$ cat src/rtl/mvm_engine_p.sv
`default_nettype none
// ============================================================================
//  Module   : mvm_engine_p
//  Purpose  : Parametrised matrix-vector multiplier C = A x B built from a
//             skewed chain of per-row MAC stages with start/busy/done control.
//  Revision : 1.0  initial release
// ============================================================================
module mvm_engine_p #(
    parameter int ROWS   = 8,
    parameter int COLS   = 8,
    parameter int DATA_W = 8,
    parameter int ACC_W  = 24,
    parameter int SIGNED = 0
) (
    input  logic                                       clk,
    input  logic                                       rst,
    input  logic                                       a_wr_en,
    input  logic [((ROWS > 1) ? $clog2(ROWS) : 1)-1:0] a_wr_row,
    input  logic [DATA_W-1:0]                          a_wr_data,
    input  logic                                       b_wr_en,
    input  logic [DATA_W-1:0]                          b_wr_data,
    input  logic                                       start,
    input  logic                                       a_keep,
    output logic                                       a_ready,
    output logic                                       b_ready,
    output logic                                       busy,
    output logic                                       done,
    output logic                                       err,
    output logic [ACC_W-1:0]                           c_out [ROWS]
);

    localparam int c_ROW_W     = (ROWS > 1) ? $clog2(ROWS) : 1;
    localparam int c_CNT_W     = $clog2(COLS + 1);
    localparam int c_COL_W     = (COLS > 1) ? $clog2(COLS) : 1;
    localparam int c_CYC_W     = $clog2(COLS + ROWS);
    localparam int c_EXEC_LAST = COLS + ROWS - 2;

    localparam logic [1:0] c_ST_IDLE = 2'd0;
    localparam logic [1:0] c_ST_CLR  = 2'd1;
    localparam logic [1:0] c_ST_EXEC = 2'd2;
    localparam logic [1:0] c_ST_DONE = 2'd3;

    logic [1:0]         r_state;
    logic [1:0]         w_state_nxt;
    logic [c_CYC_W-1:0] r_cyc;
    logic               r_keep;
    logic               r_err;

    logic [DATA_W-1:0]  r_a     [ROWS][COLS];
    logic [c_CNT_W-1:0] r_a_cnt [ROWS];
    logic [DATA_W-1:0]  r_b     [COLS];
    logic [c_CNT_W-1:0] r_b_cnt;

    logic               w_a_we  [ROWS];
    logic               w_a_full_all;
    logic               w_b_full;
    logic               w_idle;
    logic               w_row_hit;
    logic               w_row_full;
    logic               w_a_ok;
    logic               w_b_ok;
    logic               w_start_ok;
    logic               w_start_bad;
    logic               w_err_set;

    // Per-stage inputs of the MAC chain and their forwarding registers
    logic               w_clr   [ROWS];
    logic               w_en    [ROWS];
    logic [DATA_W-1:0]  w_b     [ROWS];
    logic [c_COL_W-1:0] w_col   [ROWS];
    logic               r_clr_q [ROWS];
    logic               r_en_q  [ROWS];
    logic [DATA_W-1:0]  r_b_q   [ROWS];
    logic [c_COL_W-1:0] r_col_q [ROWS];
    logic [ACC_W-1:0]   w_ext   [ROWS];

    // ------------------------------------------------------------------
    // Fill-state and write legality
    // ------------------------------------------------------------------
    always_comb begin
        w_a_full_all = 1'b1;
        for (int r = 0; r < ROWS; r++) begin
            if (r_a_cnt[r] != c_CNT_W'(COLS)) w_a_full_all = 1'b0;
        end
    end

    assign w_b_full = (r_b_cnt == c_CNT_W'(COLS));
    assign w_idle   = (r_state == c_ST_IDLE);

    always_comb begin
        w_row_hit  = 1'b0;
        w_row_full = 1'b0;
        for (int r = 0; r < ROWS; r++) begin
            if (a_wr_row == c_ROW_W'(r)) begin
                w_row_hit  = 1'b1;
                w_row_full = (r_a_cnt[r] == c_CNT_W'(COLS));
            end
        end
        w_a_ok = a_wr_en && w_idle && w_row_hit && !w_row_full;
        for (int r = 0; r < ROWS; r++) begin
            w_a_we[r] = w_a_ok && (a_wr_row == c_ROW_W'(r));
        end
        w_b_ok      = b_wr_en && w_idle && !w_b_full;
        w_start_ok  = w_idle && start && w_a_full_all && w_b_full;
        w_start_bad = w_idle && start && !(w_a_full_all && w_b_full);
        w_err_set   = (a_wr_en && !w_a_ok) || (b_wr_en && !w_b_ok) || w_start_bad;
    end

    // ------------------------------------------------------------------
    // Control FSM
    // ------------------------------------------------------------------
    always_ff @(posedge clk) begin
        if (rst) r_state <= c_ST_IDLE;
        else     r_state <= w_state_nxt;
    end

    always_comb begin
        w_state_nxt = r_state;
        case (r_state)
            c_ST_IDLE: if (w_start_ok) w_state_nxt = c_ST_CLR;
            c_ST_CLR:  w_state_nxt = c_ST_EXEC;
            c_ST_EXEC: if (r_cyc == c_CYC_W'(c_EXEC_LAST)) w_state_nxt = c_ST_DONE;
            c_ST_DONE: w_state_nxt = c_ST_IDLE;
            default:   w_state_nxt = c_ST_IDLE;
        endcase
    end

    always_comb begin
        busy    = (r_state != c_ST_IDLE);
        done    = (r_state == c_ST_DONE);
        a_ready = w_a_full_all;
        b_ready = w_b_full;
        err     = r_err;
    end

    always_ff @(posedge clk) begin
        if (rst) begin
            r_cyc  <= '0;
            r_keep <= 1'b0;
        end else begin
            r_cyc <= (r_state == c_ST_EXEC) ? r_cyc + 1'b1 : '0;
            if (w_start_ok) r_keep <= a_keep;
        end
    end

    // ------------------------------------------------------------------
    // Fill counters and sticky error; DONE recycles the buffers
    // ------------------------------------------------------------------
    always_ff @(posedge clk) begin
        if (rst) begin
            for (int r = 0; r < ROWS; r++) r_a_cnt[r] <= '0;
            r_b_cnt <= '0;
            r_err   <= 1'b0;
        end else begin
            for (int r = 0; r < ROWS; r++) begin
                if (r_state == c_ST_DONE && !r_keep) r_a_cnt[r] <= '0;
                else if (w_a_we[r])                  r_a_cnt[r] <= r_a_cnt[r] + 1'b1;
            end
            if (r_state == c_ST_DONE) r_b_cnt <= '0;
            else if (w_b_ok)          r_b_cnt <= r_b_cnt + 1'b1;
            if (w_err_set)       r_err <= 1'b1;
            else if (w_start_ok) r_err <= 1'b0;
        end
    end

    always_ff @(posedge clk) begin
        for (int r = 0; r < ROWS; r++) begin
            for (int c = 0; c < COLS; c++) begin
                if (w_a_we[r] && r_a_cnt[r] == c_CNT_W'(c)) r_a[r][c] <= a_wr_data;
            end
        end
        for (int c = 0; c < COLS; c++) begin
            if (w_b_ok && r_b_cnt == c_CNT_W'(c)) r_b[c] <= b_wr_data;
        end
    end

    // ------------------------------------------------------------------
    // Skewed chain: stage 0 is fed by the FSM, stage r by stage r-1 a cycle later
    // ------------------------------------------------------------------
    always_comb begin
        w_clr[0] = (r_state == c_ST_CLR);
        w_en[0]  = (r_state == c_ST_EXEC) && (r_cyc < c_CYC_W'(COLS));
        w_col[0] = r_cyc[c_COL_W-1:0];
        w_b[0]   = r_b[r_cyc[c_COL_W-1:0]];
        for (int r = 1; r < ROWS; r++) begin
            w_clr[r] = r_clr_q[r-1];
            w_en[r]  = r_en_q[r-1];
            w_col[r] = r_col_q[r-1];
            w_b[r]   = r_b_q[r-1];
        end
    end

    always_ff @(posedge clk) begin
        if (rst) begin
            for (int r = 0; r < ROWS; r++) begin
                r_clr_q[r] <= 1'b0;
                r_en_q[r]  <= 1'b0;
                r_col_q[r] <= '0;
                r_b_q[r]   <= '0;
            end
        end else begin
            for (int r = 0; r < ROWS; r++) begin
                r_clr_q[r] <= w_clr[r];
                r_en_q[r]  <= w_en[r];
                r_col_q[r] <= w_col[r];
                r_b_q[r]   <= w_b[r];
            end
        end
    end

    for (genvar gr = 0; gr < ROWS; gr++) begin : g_mac
        logic [DATA_W-1:0] w_a_el;
        logic [ACC_W-1:0]  r_acc;

        assign w_a_el = r_a[gr][w_col[gr]];

        if (SIGNED != 0) begin : g_signed
            logic signed [2*DATA_W-1:0] w_prod;
            assign w_prod = $signed({{DATA_W{w_a_el[DATA_W-1]}}, w_a_el})
                          * $signed({{DATA_W{w_b[gr][DATA_W-1]}}, w_b[gr]});
            assign w_ext[gr] = ACC_W'(w_prod);
        end else begin : g_unsigned
            logic [2*DATA_W-1:0] w_prod;
            assign w_prod = {{DATA_W{1'b0}}, w_a_el} * {{DATA_W{1'b0}}, w_b[gr]};
            assign w_ext[gr] = ACC_W'(w_prod);
        end

        // Accumulator doubles as the result register; wraps modulo 2^ACC_W
        always_ff @(posedge clk) begin
            if (rst)             r_acc <= '0;
            else if (w_clr[gr])  r_acc <= '0;
            else if (w_en[gr])   r_acc <= r_acc + w_ext[gr];
        end

        assign c_out[gr] = r_acc;
    end

endmodule
`default_nettype wire
$ cat config.mk
export PLATFORM = sky130hd
export DESIGN_NAME = mvm_engine_p
export DESIGN_NICKNAME = d
export VERILOG_FILES = /design/src/rtl/mvm_engine_p.sv
export SDC_FILE = /design/constraint.sdc
export NUM_CORES = 2
export LEC_CHECK = 0
export ABC_AREA = 1
export BUFFER_PORTS_ARGS = -buffer_cell sky130_fd_sc_hd__buf_2
export CAP_MARGIN = 40
export CORE_ASPECT_RATIO = 0.8
export CORE_MARGIN = 5
export CORE_UTILIZATION = 55
export CTS_BUF_LIST = sky130_fd_sc_hd__clkbuf_4 sky130_fd_sc_hd__clkbuf_8
export CTS_CLUSTER_SIZE = 24
export DETAILED_ROUTE_END_ITERATION = 6
export HOLD_SLACK_MARGIN = 0.1
export PLACE_DENSITY = 0.72
export SYNTH_ARGS = -nofsm -noshare
export SYNTH_HDL_FRONTEND = slang
export SYNTH_SLANG_ARGS = --single-unit
export TNS_END_PERCENT = 1
$ cat constraint.sdc
create_clock -name clk -period 9.4 [get_ports clk]
set_input_delay 1.88 -clock clk [delete_from_list [all_inputs] [get_ports clk]]
set_output_delay 1.88 -clock clk [all_outputs]
set_load 0.02 [all_outputs]
# ---- Yosys cells after proc, flatten, opt, wreduce, memory -nomap -nowiden
# Memory sizes are Yosys's and may differ from the RTL's. A register that Yosys moved wholly into a read port is not among the register bits.
# Index checks and enable logic that the tools add are counted.
dict set report classes {
  n_bitwise 57
  reduce_logical 140
  order_cmp 9
  n_addsub 18
  n_mux 326
  n_eq_ne 93
  multipliers 8
}
# operator count
set ops {}
lappend ops {{$mux W64} 7}
lappend ops {{$reduce_or A64 Y1} 7}
lappend ops {{$mux W8} 38}
lappend ops {{$mux W1} 231}
lappend ops {{$add A24 B16 Y24} 8}
lappend ops {{$bmux W8 S3} 8}
lappend ops {{$eq A4 B3 Y1 const B} 36}
lappend ops {{$mul A8 B8 Y16} 8}
lappend ops {{$logic_and A1 B1 Y1} 94}
lappend ops {{$eq A4 B2 Y1 const B} 18}
lappend ops {{$mux W3} 23}
lappend ops {{$mux W4} 16}
lappend ops {{$reduce_or A8 Y1} 7}
lappend ops {{$or A1 B1 Y1} 48}
lappend ops {{$add A4 B1 Y4 const B} 10}
lappend ops {{$eq A4 B4 Y1 const B} 10}
lappend ops {{$eq A4 B1 Y1 const B} 9}
lappend ops {{$logic_not A4 Y1} 9}
lappend ops {{$ge A4 B4 Y1 const B} 8}
lappend ops {{$ne A4 B4 Y1 const B} 8}
lappend ops {{$not A3 Y4} 8}
lappend ops {{$reduce_or A2 Y1} 10}
lappend ops {{$eq A3 B3 Y1 const B} 4}
lappend ops {{$pmux W2 S4} 1}
lappend ops {{other kinds (15)} 25}
dict set report totals {
  output_inout_bits 197
  inputBits 25
  mem_bits_rw 712
  mem_count 7
  register_bits 204
  elab_cells 671
}
# name words word_bits rd rd_ports_with_merged_regs wr line_no
set mem_list {}
lappend mem_list {r_a 8 64 8 0 1 49} ;# logic [DATA_W-1:0] r_a [ROWS][COLS];
lappend mem_list {r_b 8 8 1 1 1 51} ;# logic [DATA_W-1:0] r_b [COLS];
lappend mem_list {r_b_q 8 8 7 0 8 73} ;# logic [DATA_W-1:0] r_b_q [ROWS];
lappend mem_list {r_a_cnt 8 4 8 0 8 50} ;# logic [c_CNT_W-1:0] r_a_cnt [ROWS];
lappend mem_list {r_col_q 8 3 7 0 8 74} ;# logic [c_COL_W-1:0] r_col_q [ROWS];
lappend mem_list {r_clr_q 8 1 7 0 8 71} ;# logic r_clr_q [ROWS];
lappend mem_list {{1 more memories} - - - - - -}

# ---- Logic depth before layout (Yosys ltp)
# An unclocked memory read counts as a cell.
dict set report depth {
  ltp_word 24
  ltp_mapped 29
  ltp_nobuf 28
}

# ---- Least setup slack after synthesis
# OpenSTA, ideal clock, no wires.
dict set report synth_path {
  path_type {register to register}
  from {register r_cyc[0]}
  to {register g_mac[0].r_acc[23]}
  path_slack_ns 4.547
  stages_incl_launch_ff 25
  setup_time_ns 0.113
  path_buffers 2
  synth_period_minus_slack_ns 4.853
  arrival_ns 4.739
  required_ns 9.287
  cell_sequence {dfxtp_1 > buf_2 > buf_2 > o21ai_0 > o22ai_1 > inv_1 > o21ai_1 > nand2_1 > fa_1 > inv_1 > fa_1 > inv_1 > fa_1 > fa_1 > inv_1 > ha_1 > nand2_1 > o21ai_0 > nand2_1 > nand2_1 > nand3_1 > nand2_1 > nand3_1 > nor2_1 > nor2_1}
}
dict set report synth_via {
  elab_chain_len 6
  elab_cells_between_ends 8
  classes_between {add/sub (1); mul (1); order compare (1); mux (3); bitwise (1); reduce/logical (1)}
}
# item line_no
set synth_lines {}
lappend synth_lines {{start, declared} 45} ;# logic [c_CYC_W-1:0] r_cyc;
lappend synth_lines {{start signal, assigned} 141} ;# r_cyc <= (r_state == c_ST_EXEC) ? r_cyc + 1'b1 : '0;
lappend synth_lines {{$not A3 Y4 (implied by the code)} 215} ;# assign w_a_el = r_a[gr][w_col[gr]];
lappend synth_lines {{$bmux W8 S3} 215}
lappend synth_lines {{$mux W8 (implied by the code) (2 in series)} 215}
lappend synth_lines {{$mul A8 B8 Y16} 224} ;# assign w_prod = {{DATA_W{1'b0}}, w_a_el} * {{DATA_W{1'b0}}, w_b[gr]};
lappend synth_lines {{$add A24 B16 Y24} 232} ;# else if (w_en[gr]) r_acc <= r_acc + w_ext[gr];
lappend synth_lines {{end signal, assigned} 232}
lappend synth_lines {{end, declared} 213} ;# logic [ACC_W-1:0] r_acc;
# Parallel ways exist; a longest one is shown, timed or not. The select of a mux whose other input is x is not followed.
# A chain may end at the register's enable or synchronous reset.

# ---- Final worst setup path
dict set report layout_path {
  from {register r_cyc[0]}
  to {register g_mac[0].r_acc[22]}
}
# The elaborated chain is that of the path after synthesis.

==> parameters.txt <==
Parameter                              Value

CTS
  H-tree depth ... 4
  Number of sinks on the clock net ... 903
  Hold buffer count at CTS ... 0
  Number of cells upsized or downsized after cts ... 0
  Clock insertion delay at the later pin of the skew report ... about 0.84 ns
  Clock-pin slew on the worst setup and hold paths ... about 0.070 ns
  Number of setup buffers added after CTS ... 0
  Root cell of the clock tree ... sky130_fd_sc_hd__clkbuf_8
  Buffer levels on the longest clock path ... 3
  CTS tree ... yes
  Number of buffers created by CTS ... around 150

Worst setup path
  CP cell instances ... buf_4 -> inv_1 -> buf_4 -> o21ai_0 -> o22ai_1 -> inv_1 -> o21ai_0 -> inv_1 -> nor2_1 -> fa_1 -> fa_1 -> fa_1 -> inv_1 -> fa_1 -> inv_1 -> ha_1 -> a21oi_1 -> a21boi_0 -> nand2_1 -> nand3_1 -> nand2_1 -> a21oi_1 -> nor2_1
  Maximum cell stage delay along the critical path ... between 0.5 and 0.6 ns
  Cell type of the slowest stage on the worst timing path ... sky130_fd_sc_hd__o21ai_0
  Critical path launch point type ... flop
  Arrival time at the worst endpoint ... about 7.3 ns
  Capturing element type of the critical path ... flop
  Critical setup path kind ... flop to flop
  Critical path peak fanout ... ~70
  Worst Path Required ... 10.12 ns
  Most frequent cell on the critical path ... sky130_fd_sc_hd__inv_1

Logic synthesis
  Post-Syn Nets ... approximately 7000
  Post-synthesis instance total ... between 6000 and 7000
  Count of yosys warnings during synthesis ... 0
  Fraction of synthesis flops using an asynchronous set or reset pin ... 0
  EDFF count, synth ... 608
  Synthesized area ... roughly 0.056 sq mm
  Mean instance size in the synthesized netlist ... approximately 9.1 sq um
  Primary FF master, synth ... sky130_fd_sc_hd__edfxtp_1
  Flip-flop and latch count after synthesis ... 903
  Post-synthesis sequential area ratio ... 0.428
  Synth cell types ... 39

Layout
  Commonest non-fill, non-tap cells in the layout ... sky130_fd_sc_hd__inv_1 (1215), sky130_fd_sc_hd__nor2_1 (1067), sky130_fd_sc_hd__nand2_1 (773)
  Syn-to-layout area delta ... 10.7%
  Leading cell type in the layout, fill and taps excluded ... sky130_fd_sc_hd__inv_1
  Final net count ... slightly above 7000
  Fraction of layout instances using a drive strength above 1 ... 0.0834
  Post-route design area ... around 0.062 sq mm
  Fraction of the core area covered by cells at the end of the flow ... 0.611

Floorplan
  Chip width ... 368 um
  Total number of placement rows ... ~110
  Number of ports placed on the die boundary ... ~220
  Die Outline Area ... 0.109 sq mm
  Starting utilization of the core area ... 0.552
  Overall die height ... just under 300 um
  Core outline area ... 0.102 sq mm

Power and ir drop
  Share of total power consumed by net switching ... 0.300
  Power density of the placed cells ... ~170 mW/mm^2
  Internal cell power ... just over 7 mW
  Logic gate share of total power ... 0.207
  Part of the total power dissipated in the clock network ... 0.371
  Power share of the sequential group ... 0.422
  Reported net switching power ... between 3 and 4 mW
  Total power consumption of the routed design ... roughly 10 mW
  Leakage dissipation ... 28.8 nW
  Peak supply drop ... 0.000273 V

Timing
  Sum of negative setup slack ... 0 ns
  Relative slew slack ... 0.380
  WHS ... between 0.4 and 0.5 ns
  RSZ-0062 raised after global routing ... no
  Endpoints failing hold ... 0
  Highest clock frequency the design can meet ... between 150 and 200 MHz
  Slew at the pin closest to its max-slew limit ... approximately 0.93 ns
  Final period demand of the worst path ... 6.53 ns
  Fraction of the cycle the final worst path needs ... 0.695
  Clock Skew ... ~0.047 ns
  Setup violators final ... 0
  Total count of max-transition violations in the final report ... 0

Global routing
  Via count of the first global-routing pass ... 41849
  Number of antenna violations at the first check in global routing ... 8
  Pin count of the biggest net entering global routing ... 69
  Total overflow reported by the global router ... 0
  Wire length of the first global-routing pass ... ~220 mm
  Global routing usage summed across all routing layers ... 0.245

Placed design
  Detailed placer's ending HPWL ... around 96 mm
  Quantity of I/O buffers inserted on ports ... around 220
  Final estimated routing congestion in global placement ... roughly 0.93
  Placed Area ... approximately 0.059 sq mm

Drt
  Residual antenna-violating net count after detailed routing ... 0
  Vias per Instance ... 5.33
  Number of detailed-route iterations in the first pass ... 6
  Routed wire per std cell ... 16.8 um
  Number of violations reported at the end of detailed-routing iteration 0 ... ~3500
  DRC ... 0
  Vias ... 42187
  Routed Wire Length ... roughly 130 mm

Flow run
  Number of maximum-capacitance constraint violations ... 0

Min path
  Min-Delay Path Class ... flop to flop

Status
  Result of the run ... completed
[cell usage after synthesis (all sizes together) (3+ instances only)]
master,n,area share
a211oi,6,0.00080
a21boi,6,0.00080
a21o,35,0.0047
a21oi,260,0.023
and2,3,0.00033
and3,6,0.00067
buf,31,0.0026
clkbuf,127,0.0084
clkinv,6,0.00040
dfxtp,295,0.10
edfxtp,608,0.32
fa,400,0.14
ha,371,0.082
inv,1218,0.081
mux2i,20,0.0035
nand2,773,0.051
nand3,208,0.018
nand4,32,0.0035
nor2,1067,0.071
nor3,21,0.0020
nor4,4,0.00044
o21ai,442,0.039
o21bai,7,0.00093
o221ai,110,0.017
o22ai,34,0.0038
or2,7,0.00078
xnor2,18,0.0028
xor2,56,0.0087
[routing by layer]
| layer | part of all wire | vias up | GRT usage |
|---|---|---|---|
| li1 | - | 20375 | - |
| met1 | 0.45 | 20162 | 0.344 |
| met2 | 0.45 | 1412 | 0.389 |
| met3 | 0.078 | 232 | 0.0528 |
| met4 | 0.023 | 6 | 0.0704 |
| met5 | 0.00085 | - | 0.00684 |
[state kept, by name, summed over array words and instances, names as in the netlist]
name         count
r_b_q           56
r_col_q         21
r_clr_q          7
r_b             64
r_state          2
r_a            512
r_b_cnt          4
err              1
r_keep           1
r_en_q           7
g_mac.r_acc    192
r_cyc            4
r_a_cnt         32
[per-stage QoR]
stage               instances  worst slack (ns)
floorplan                6180              4.55
global placement         7615              3.15
detailed placement       7633              3.04
CTS                      7907              2.99
global route             7910              2.23
finish                   7911              2.87
[power by group through the flow]
stage	combinational (mW)	sequential, mW	clock (mW)
6_report	2.15	4.38	3.84
5_1_grt	2.48	4.38	4.11
4_1_cts	2.16	4.38	3.92
3_5_place_dp	2.13	4.46	0
3_3_place_gp	2.11	4.46	0
2_1_floorplan	1.58	4.45	0
[logic make-up after synthesis]
group,share of synthesized area
AO/OA/AOI/OAI,0.0909
XOR/XNOR,0.0115
adder cells (fa/ha/maj),0.224
buffers and inverters,0.0925
flip-flops,0.428
multiplexers,0.00355
AND/OR/NAND/NOR,0.149
[worst max-delay path: cells and delay by family (launching register included)]
family,cells,cell delay [ns]
compound gates,6,1.44
fa+ha+maj,5,2.24
flops,1,0.31
buf+inv,7,1.68
simple gates,5,0.67
[final cells by class]
class                   count  area, sq um
well taps                1337         1670
inverters                1224         4590
repair buffers            274         1630
diodes                      4         10.0
flip-flops and latches    903        24200
clock inverters            67          722
fillers                  8591        39700
clock buffers             207         2610
multi-input cells        3895        27100
[worst paths after layout]
check / slack (ns) / end / from / cells after the start
hold / removal: 0.42 / r_clr_q[3] / r_clr_q[2] / 2
setup / recovery: 2.87 / g_mac[0].r_acc[22] / r_cyc[0] / 23
setup reg to reg: 2.87 / g_mac[0].r_acc[22] / r_cyc[0] / 23
hold reg to reg: 0.42 / r_clr_q[3] / r_clr_q[2] / 2
Note: power is estimated with default switching activity, not from simulation.
